--- config.mk ---
export PLATFORM = sky130hd
export DESIGN_NAME = router_switch_ctrl
export DESIGN_NICKNAME = d
export VERILOG_FILES = /design/src/rtl/router_switch_ctrl_pkg.sv /design/src/rtl/router_switch_ctrl_rr_arbiter.sv /design/src/rtl/router_switch_ctrl.sv
export SDC_FILE = /design/constraint.sdc
export NUM_CORES = 1
export LEC_CHECK = 0
export ABC_AREA = 1
export CORE_UTILIZATION = 50
export CTS_CLUSTER_DIAMETER = 50
export DETAILED_ROUTE_END_ITERATION = 12
export PLACE_DENSITY = 0.86
export SLEW_MARGIN = 25
export SYNTH_ARGS = -nofsm -noshare
export SYNTH_HDL_FRONTEND = slang
export SYNTH_HIERARCHICAL = 1
export SYNTH_SLANG_ARGS = --single-unit
--- constraint.sdc ---
create_clock -name clock -period 6.5 [get_ports clock]
set_input_delay 0.65 -clock clock [delete_from_list [all_inputs] [get_ports clock]]
set_output_delay 0.65 -clock clock [all_outputs]
set_load 0.01 [all_outputs]
--- src/rtl/router_switch_ctrl_pkg.sv ---
`default_nettype none
// ============================================================================
// Module : hemps_defaults
// Shared constants, port indices, types and FSM encoding for the switch ctrl.
// Rev    : 1.0
// ============================================================================
package hemps_defaults;

  localparam int NPORT      = 5;
  localparam int TAM_FLIT   = 16;
  localparam int METADEFLIT = 8;
  localparam int QUARTOFLIT = 4;

  localparam logic [2:0] EAST  = 3'd0;
  localparam logic [2:0] WEST  = 3'd1;
  localparam logic [2:0] NORTH = 3'd2;
  localparam logic [2:0] SOUTH = 3'd3;
  localparam logic [2:0] LOCAL = 3'd4;

  typedef logic [NPORT-1:0]      regNport;
  typedef logic [TAM_FLIT-1:0]   regflit;
  typedef logic [METADEFLIT-1:0] regmetadeflit;
  typedef logic [2:0]            reg3;
  typedef regflit [NPORT-1:0]    arrayNport_regflit;
  typedef reg3 [NPORT-1:0]       arrayNport_reg3;

  typedef enum logic [1:0] {
    S_IDLE  = 2'd0,
    S_ARB   = 2'd1,
    S_ROUTE = 2'd2,
    S_GRANT = 2'd3
  } sw_state_t;

  // Port index successor with wrap-around at NPORT.
  function automatic reg3 next_port(input reg3 p);
    return (p == reg3'(NPORT - 1)) ? 3'd0 : p + 3'd1;
  endfunction

endpackage
`default_nettype wire

--- src/rtl/router_switch_ctrl_rr_arbiter.sv ---
`default_nettype none
// ============================================================================
// Module : rr_arbiter
// Combinational round-robin pick; search begins one past the last winner.
// Rev    : 1.0
// ============================================================================
module rr_arbiter
  import hemps_defaults::*;
(
  input  logic [NPORT-1:0] req,
  input  logic [2:0]       last,
  output logic [NPORT-1:0] grant,
  output logic [2:0]       idx,
  output logic             valid
);

  logic [2:0] w_probe;

  always_comb begin
    grant   = '0;
    idx     = last;
    valid   = 1'b0;
    w_probe = last;
    for (int i = 0; i < NPORT; i++) begin
      w_probe = next_port(w_probe);
      if (!valid && req[w_probe]) begin
        valid          = 1'b1;
        idx            = w_probe;
        grant[w_probe] = 1'b1;
      end
    end
  end

endmodule
`default_nettype wire

--- src/rtl/router_switch_ctrl.sv ---
`default_nettype none
// ============================================================================
// Module : router_switch_ctrl
// Round-robin header arbitration, XY routing, crossbar allocation and release.
// Rev    : 1.0
// ============================================================================
module router_switch_ctrl #(
  parameter int NPORT      = hemps_defaults::NPORT,
  parameter int TAM_FLIT   = hemps_defaults::TAM_FLIT,
  parameter int METADEFLIT = hemps_defaults::METADEFLIT
) (
  input  logic                             clock,
  input  logic                             reset,
  input  logic [METADEFLIT-1:0]            address,
  input  logic [NPORT-1:0]                 h,
  input  logic [NPORT-1:0][TAM_FLIT-1:0]   data,
  input  logic [NPORT-1:0]                 sender,
  output logic [NPORT-1:0]                 ack_h,
  output logic [NPORT-1:0]                 free,
  output logic [NPORT-1:0][2:0]            mux_in,
  output logic [NPORT-1:0][2:0]            mux_out
);

  import hemps_defaults::*;

  sw_state_t        r_state;
  logic [2:0]       r_last;
  logic [2:0]       r_sel;
  logic [NPORT-1:0] r_sel_oh;
  logic [2:0]       r_out;
  logic [NPORT-1:0] r_sender_q;

  logic [NPORT-1:0] w_arb_grant;
  logic [2:0]       w_arb_idx;
  logic             w_arb_valid;
  logic [2:0]       w_route;
  logic [NPORT-1:0] w_release;
  logic             w_unused_data;

  // Only the address byte of the head flit matters here.
  assign w_unused_data = ^data;

  function automatic logic [2:0] xy_route(input logic [METADEFLIT-1:0] here,
                                          input logic [METADEFLIT-1:0] dest);
    logic [QUARTOFLIT-1:0] lx, ly, tx, ty;
    lx = here[METADEFLIT-1:QUARTOFLIT];
    ly = here[QUARTOFLIT-1:0];
    tx = dest[METADEFLIT-1:QUARTOFLIT];
    ty = dest[QUARTOFLIT-1:0];
    if (tx > lx)      return EAST;
    else if (tx < lx) return WEST;
    else if (ty > ly) return NORTH;
    else if (ty < ly) return SOUTH;
    else              return LOCAL;
  endfunction

  rr_arbiter u_arb (
    .req   (h),
    .last  (r_last),
    .grant (w_arb_grant),
    .idx   (w_arb_idx),
    .valid (w_arb_valid)
  );

  assign w_route = xy_route(address, data[r_sel][METADEFLIT-1:0]);

  // An allocated output frees up when its owning input's sender falls.
  always_comb begin
    w_release = '0;
    for (int o = 0; o < NPORT; o++) begin
      if (!free[o] && r_sender_q[mux_out[o]] && !sender[mux_out[o]]) begin
        w_release[o] = 1'b1;
      end
    end
  end

  always_ff @(posedge clock or negedge reset) begin
    if (!reset) begin
      r_state    <= S_IDLE;
      r_last     <= LOCAL;
      r_sel      <= 3'd0;
      r_sel_oh   <= '0;
      r_out      <= 3'd0;
      r_sender_q <= '0;
      ack_h      <= '0;
      free       <= '1;
      mux_in     <= '0;
      mux_out    <= '0;
    end else begin
      r_sender_q <= sender;
      ack_h      <= '0;
      free       <= free | w_release;
      case (r_state)
        S_IDLE: begin
          if (|h) r_state <= S_ARB;
        end
        S_ARB: begin
          if (!w_arb_valid) begin
            r_state <= S_IDLE;
          end else begin
            r_sel    <= w_arb_idx;
            r_sel_oh <= w_arb_grant;
            r_last   <= w_arb_idx;
            r_state  <= S_ROUTE;
          end
        end
        S_ROUTE: begin
          r_out <= w_route;
          if (free[w_route]) begin
            ack_h   <= r_sel_oh;
            r_state <= S_GRANT;
          end else begin
            // Busy output: retry later; r_last already favours the others.
            r_state <= S_IDLE;
          end
        end
        S_GRANT: begin
          mux_in[r_sel]  <= r_out;
          mux_out[r_out] <= r_sel;
          free[r_out]    <= 1'b0;
          r_state        <= S_IDLE;
        end
        default: r_state <= S_IDLE;
      endcase
    end
  end

endmodule
`default_nettype wire

After elaboration in Yosys (flattened, before gate mapping). Index checks and enable logic that the tools add are counted.

Bits in registers: 61. Input port bits: 100. Output and inout bits: 40. Word-level logic and storage cells: 189.

Add/subtract/negate cells: 5. Order comparisons: 24. Equality and inequality tests: 9. Mux-type cells: 88. Bitwise gates (word level): 7. Reductions and logical operators: 38.

Operator list (number): $lt A3 B4 Y1 const B (13); $bmux W1 S3 (16); $bmux W16 S3 (1); $mux W3 (16); $mux W5 (8); $mux W1 (32); $bwmux W15 (2); $or A5 B5 Y5 (5); $ge A3 B1 Y1 const B (7); $logic_and A1 B1 Y1 (21); $demux W1 S3 (6); $demux W3 S3 (2); $add A3 B1 Y3 const B (5); $eq A3 B3 Y1 const B (5); $logic_not A1 Y1 (14); $gt A4 B4 Y1 (2); $lt A4 B4 Y1 (2); $mux W8 (1); $pmux W2 S4 (1); $mux W2 (3); $and A5 B5 Y5 (1); $not A5 Y5 (1); $reduce_or A5 Y1 (1); $eq A2 B2 Y1 const B (2); 4 further kinds (4).

Depth between registers and ports, before layout.
Word-level depth: 19. Depth in mapped cells: 28. Gate-level depth less buffers: 26.

Modules after synthesis. Netlist, hierarchy kept.

By module, submodules not included: router_switch_ctrl (times used 1, cells each 355, area each 2929.1 um2, seq. area each 1483.9 um2); rr_arbiter (times used 1, cells each 240, area each 1261.2 um2, seq. area each 0.0 um2).

Worst setup path before layout. OpenSTA, ideal clock, no wires.

Kind: reg2reg. From: register r_last[0]. To: register r_last[0]. Setup time: 133 ps. Arrival: 3433 ps. Data required time: 6367 ps. Slack: 2934 ps. Stages on the path, launching flop included: 26. Path buffers: 3. Clock period less this slack: 3566 ps. Cells stage by stage: dfrtp_1 inv_1 ha_1 nand2_1 nand2_1 buf_4 ha_1 nand2_2 nand2_2 buf_6 ha_1 nor2_1 nand2_1 nand2_2 nand2_2 nand2_2 nand2_1 nand3_1 nand4_1 nand2_4 nor2_8 nand3_1 nand3_1 inv_1 clkbuf_1 o21ai_0.

Longest elaborated chain between the ends: 18. Elaborated cells between the ends (all ways): 44. Those cells by class: add/sub (5); eq/ne (5); mux (25); reduce/logical (9).

Ends and longest elaborated chain: start, declared (RTL line router_switch_ctrl.sv:27) `logic [2:0] r_last;`; start signal, assigned (RTL line router_switch_ctrl.sv:103) `r_last <= w_arb_idx;`; $add A3 B1 Y3 / $eq A3 B3 Y1 (equally long branches) (RTL line router_switch_ctrl_pkg.sv:36) `return (p == reg3'(NPORT - 1)) ? 3'd0 : p + 3'd1;`; $mux W3 * (RTL line router_switch_ctrl_pkg.sv:36); branches (longest 14 deep; another with $add A3 B1 Y3); $mux W1 * (RTL line router_switch_ctrl_rr_arbiter.sv:26) `if (!valid && req[w_probe]) begin`; named net w_arb_valid (RTL line router_switch_ctrl.sv:35) `logic w_arb_valid;`; $reduce_and A2 Y1 (no source line) *.

Mark *: on every way through the listed nets, which the timed path passes. The select of a mux whose other input is x is not followed. A chain may end at the register's enable or synchronous reset.

Worst setup path in the final report.
From: register r_last[0]. To: register r_sel[2].

Longest elaborated chain between the ends: 18. Elaborated cells between the ends (all ways): 44. Those cells by class: add/sub (5); eq/ne (5); mux (25); reduce/logical (9).

Ends and longest elaborated chain: $add A3 B1 Y3 / $eq A3 B3 Y1 (equally long branches) (RTL line router_switch_ctrl_pkg.sv:36); $mux W3 * (RTL line router_switch_ctrl_pkg.sv:36); branches (longest 14 deep; another with $add A3 B1 Y3); $mux W1 * (RTL line router_switch_ctrl_rr_arbiter.sv:26); named net w_arb_valid (RTL line router_switch_ctrl.sv:35); $reduce_and A2 Y1 (no source line) *; end signal, assigned (RTL line router_switch_ctrl.sv:101) `r_sel <= w_arb_idx;`; end, declared (RTL line router_switch_ctrl.sv:28) `logic [2:0] r_sel;`.

Marked as above.

==> impl_metrics.env <==
export IMPL_grt_max_degree=60
export IMPL_die_area_sq_mm=0.00875
export IMPL_hold_path_class="in2async"
export IMPL_detail_route_first_pass_iterations=5
export IMPL_port_buffers=99
export IMPL_hold_viol=0
export IMPL_wl_per_cell_um=14.2
export IMPL_grt_overflow_total=0
export IMPL_timing_fmax_mhz=234
export IMPL_outcome="complete, no violations"
export IMPL_dp_hpwl_um=9140
export IMPL_cts_buffer_depth=2
export IMPL_synthDistinctLibCells=41
export IMPL_ctsResizeCount=0
export IMPL_gp_congestion=0.942
export IMPL_syn_area_sq_mm=0.00419
export IMPL_clock_skew_ns=0.00912
export IMPL_tightest_slew_ns=0.753
export IMPL_row_count=33
export IMPL_die_x_um=93.5
export IMPL_post_route_min_period_ns=4.27
export IMPL_die_h_um=93.5
export IMPL_clkLatencyLatePin_ns=0.34
export IMPL_post_cts_buffers=0
export IMPL_htreeDepth=3
export IMPL_cp_num_buf_inv=3
export IMPL_area_growth_pct=30.1
export IMPL_setup_ws_ns=2.23
export IMPL_holdBufCountCts=0
export IMPL_fillers=699
export IMPL_final_area_sq_mm=0.00545
export IMPL_maxSlewViolCount=0
export IMPL_place_area_sq_mm=0.00529
export IMPL_arrival_ns=4.52
export IMPL_nNetsFinal=818
export IMPL_grt_pass1_vias=4284
export IMPL_syn_nets=710
export IMPL_clkTransAtPathRegs_ns=0.06
export IMPL_crit_fanout=12
export IMPL_yosysWarnings=6
export IMPL_pwr_density_cell_mw_per_mm2=583
export IMPL_syn_inst=595
export IMPL_cpPeakStageDelay_ns=0.63
export IMPL_critPathTopFamily="simple AND/OR/NAND/NOR gates"
export IMPL_ir_drop_uv=573
export IMPL_grt_pass1_wl_um=18800
export IMPL_fin_tns_setup_ns=0
export IMPL_yosysTopAreaCellShare_pct=31.7
export IMPL_drc=0
export IMPL_ys_seq_area_share_pct=35.4
export IMPL_synth_top_area_cell="dfrtp_1"
export IMPL_antenna_left=0
export IMPL_cts_root_buf="clkbuf_8"
export IMPL_pin_count=140
export IMPL_crit_type="reg2reg"
export IMPL_initial_core_util_pct=51.3
export IMPL_antenna_found_initial=0
export IMPL_synth_seq_cells=59
export IMPL_core_area_sq_mm=0.00818
export IMPL_cts_sinks=59
export IMPL_whs_ns=0.448
export IMPL_required_ns=6.75
export IMPL_vias=4436
export IMPL_path_cells="inv_1, ha_1, nand2_1, nand2_1, ha_1, nand2_2, nand2_2, ha_1, nor2_1, nand2_1, nand3_1, nand2_1, nor2_2, nand2_1, inv_2, nand2_1, nand2_4, nor2_8, nand3_1, nand3_1, inv_1, nand2_1, o21ai_0"
export IMPL_relSlewSlack_pct=49.5
export IMPL_synthTopCellsByArea="dfrtp_1 (32%), nand2_1 (17%), nand3_1 (6.2%)"
export IMPL_setup_viol=0
export IMPL_numCtsBuffers=9
export IMPL_maxCapViolCount=0
export IMPL_place_ws_ns=2.29
export IMPL_crit_path_frequent_cell="nand2_1"
export IMPL_crit_slowest_cell="dfrtp_1"
export IMPL_postRouteWirelength_um=11600
export IMPL_cts_tree="done"
export IMPL_start_kind="register"
export IMPL_grt_usage_pct=27.3
export IMPL_drtIter0Drc=208
export IMPL_end_kind="register"
export IMPL_rsz0062_at_grt="false"
export IMPL_diodes=0
export IMPL_power_leakage_nw=2.59
export IMPL_finalCritPeriodShare_pct=65.6
export IMPL_via_per_inst=5.46
export IMPL_syn_area_per_cell_sq_um=7.04
export IMPL_layout_drive_gt1_share_pct=10.0
-- final cells by class --
| class | instances | area, sq um | area share, % |
|---|---|---|---|
| clock inverter | 3 | 15.0 | 0.275 |
| clock buffer | 12 | 145 | 2.66 |
| sequential | 59 | 1480 | 27.2 |
| timing repair buffer | 100 | 993 | 18.2 |
| multi-input combinational | 454 | 2390 | 43.8 |
| inverter | 79 | 297 | 5.44 |
| tap | 105 | 131 | 2.41 |
-- worst paths after layout --
path,from,to,slack (ns),depth (start not counted)
hold reg to reg,r_sel_oh[4],r_sel_oh[4],0.47,2
setup reg to reg,r_last[0],r_sel[2],2.23,23
hold / removal,reset,mux_out[0],0.45,2
min in group clock,r_sel_oh[4],r_sel_oh[4],0.47,2
max in group asynchronous,reset,r_sel_oh[4],5.57,2
setup / recovery,r_last[0],r_sel[2],2.23,23
-- cells in the final DEF, fill, tap and decap left out, types with 2 or more instances in the layout --
cell and instances:
nand4_2 2, dfrtp_1 53, o21ai_0 47, nand2_4 5, inv_2 8, nand3_2 5
nand3_1 52, clkbuf_8 10, nor2_4 2, dfstp_2 6, clkinv_2 3, clkbuf_1 2
a22oi_1 6, inv_1 69, o21ai_2 2, ha_1 15, nand2_1 194, nand4_1 13
o211ai_1 6, nor3_4 2, nand3b_1 2, clkinv_1 2, nor3_1 10, a21boi_0 5
a221oi_1 2, nor2_1 35, a21oi_1 19, nand2_2 16, clkdlybuf4s50_1 98, nand3_4 2
-- where the power goes --
part | internal (mW) | switching, mW | total [mW] | leakage (nW)
registers | 0.498 | 0.109 | 0.606 | 0.755
logic | 0.811 | 1.49 | 2.30 | 1.75
clock network | 0.144 | 0.131 | 0.275 | 0.0860
total | 1.45 | 1.73 | 3.18 | 2.59
-- stage by stage --
| stage | total power [mW] | instances | utilization [%] |
|---|---|---|---|
| finish | 3.18 | 812 | 66.7 |
| global route | 3.49 | 812 | 66.7 |
| CTS | 3.16 | 812 | 66.7 |
| detailed placement | 2.88 | 797 | 64.7 |
| global placement | 2.78 | 797 | 64.7 |
| floorplan | 2.27 | 595 | - |
-- logic make-up after synthesis --
family	after synthesis	share of synthesized area, %
adder cells (fa/ha/maj)	15	4.48
AND/OR/NAND/NOR	344	38.9
AO/OA/AOI/OAI	94	13.2
flip-flops	59	35.4
buffers and inverters	82	7.61
multiplexers	1	0.358
-- sequential cells by signal, summed over array words and instances, names as in the netlist --
register    cells
ack_h           5
r_sel_oh        5
r_last          3
r_sel           1
mux_out        15
r_state         2
r_sender_q      5
r_out           3
free            5
mux_in         15
-- Yosys cell counts, drive strengths merged --
master,n
nand2,215
inv,77
nand3,59
dfrtp,53
o21ai,50
nor2,39
a21oi,20
ha,15
nand4,15
nor3,13
a22oi,6
dfstp,6
o211ai,6
a21boi,5
a221oi,2
buf,2
clkinv,2
nand3b,2
a211oi,1
a221o,1
clkbuf,1
mux2,1
o21bai,1
o22ai,1
o31a,1
or2,1
-- metal layers --
metal	share of wire [%]	track usage, %
met5	0	0
met4	2.8	14.2
met3	7.2	4.88
met2	51	50.4
met1	39	29.5
Note: power is estimated with default switching activity, not from simulation.
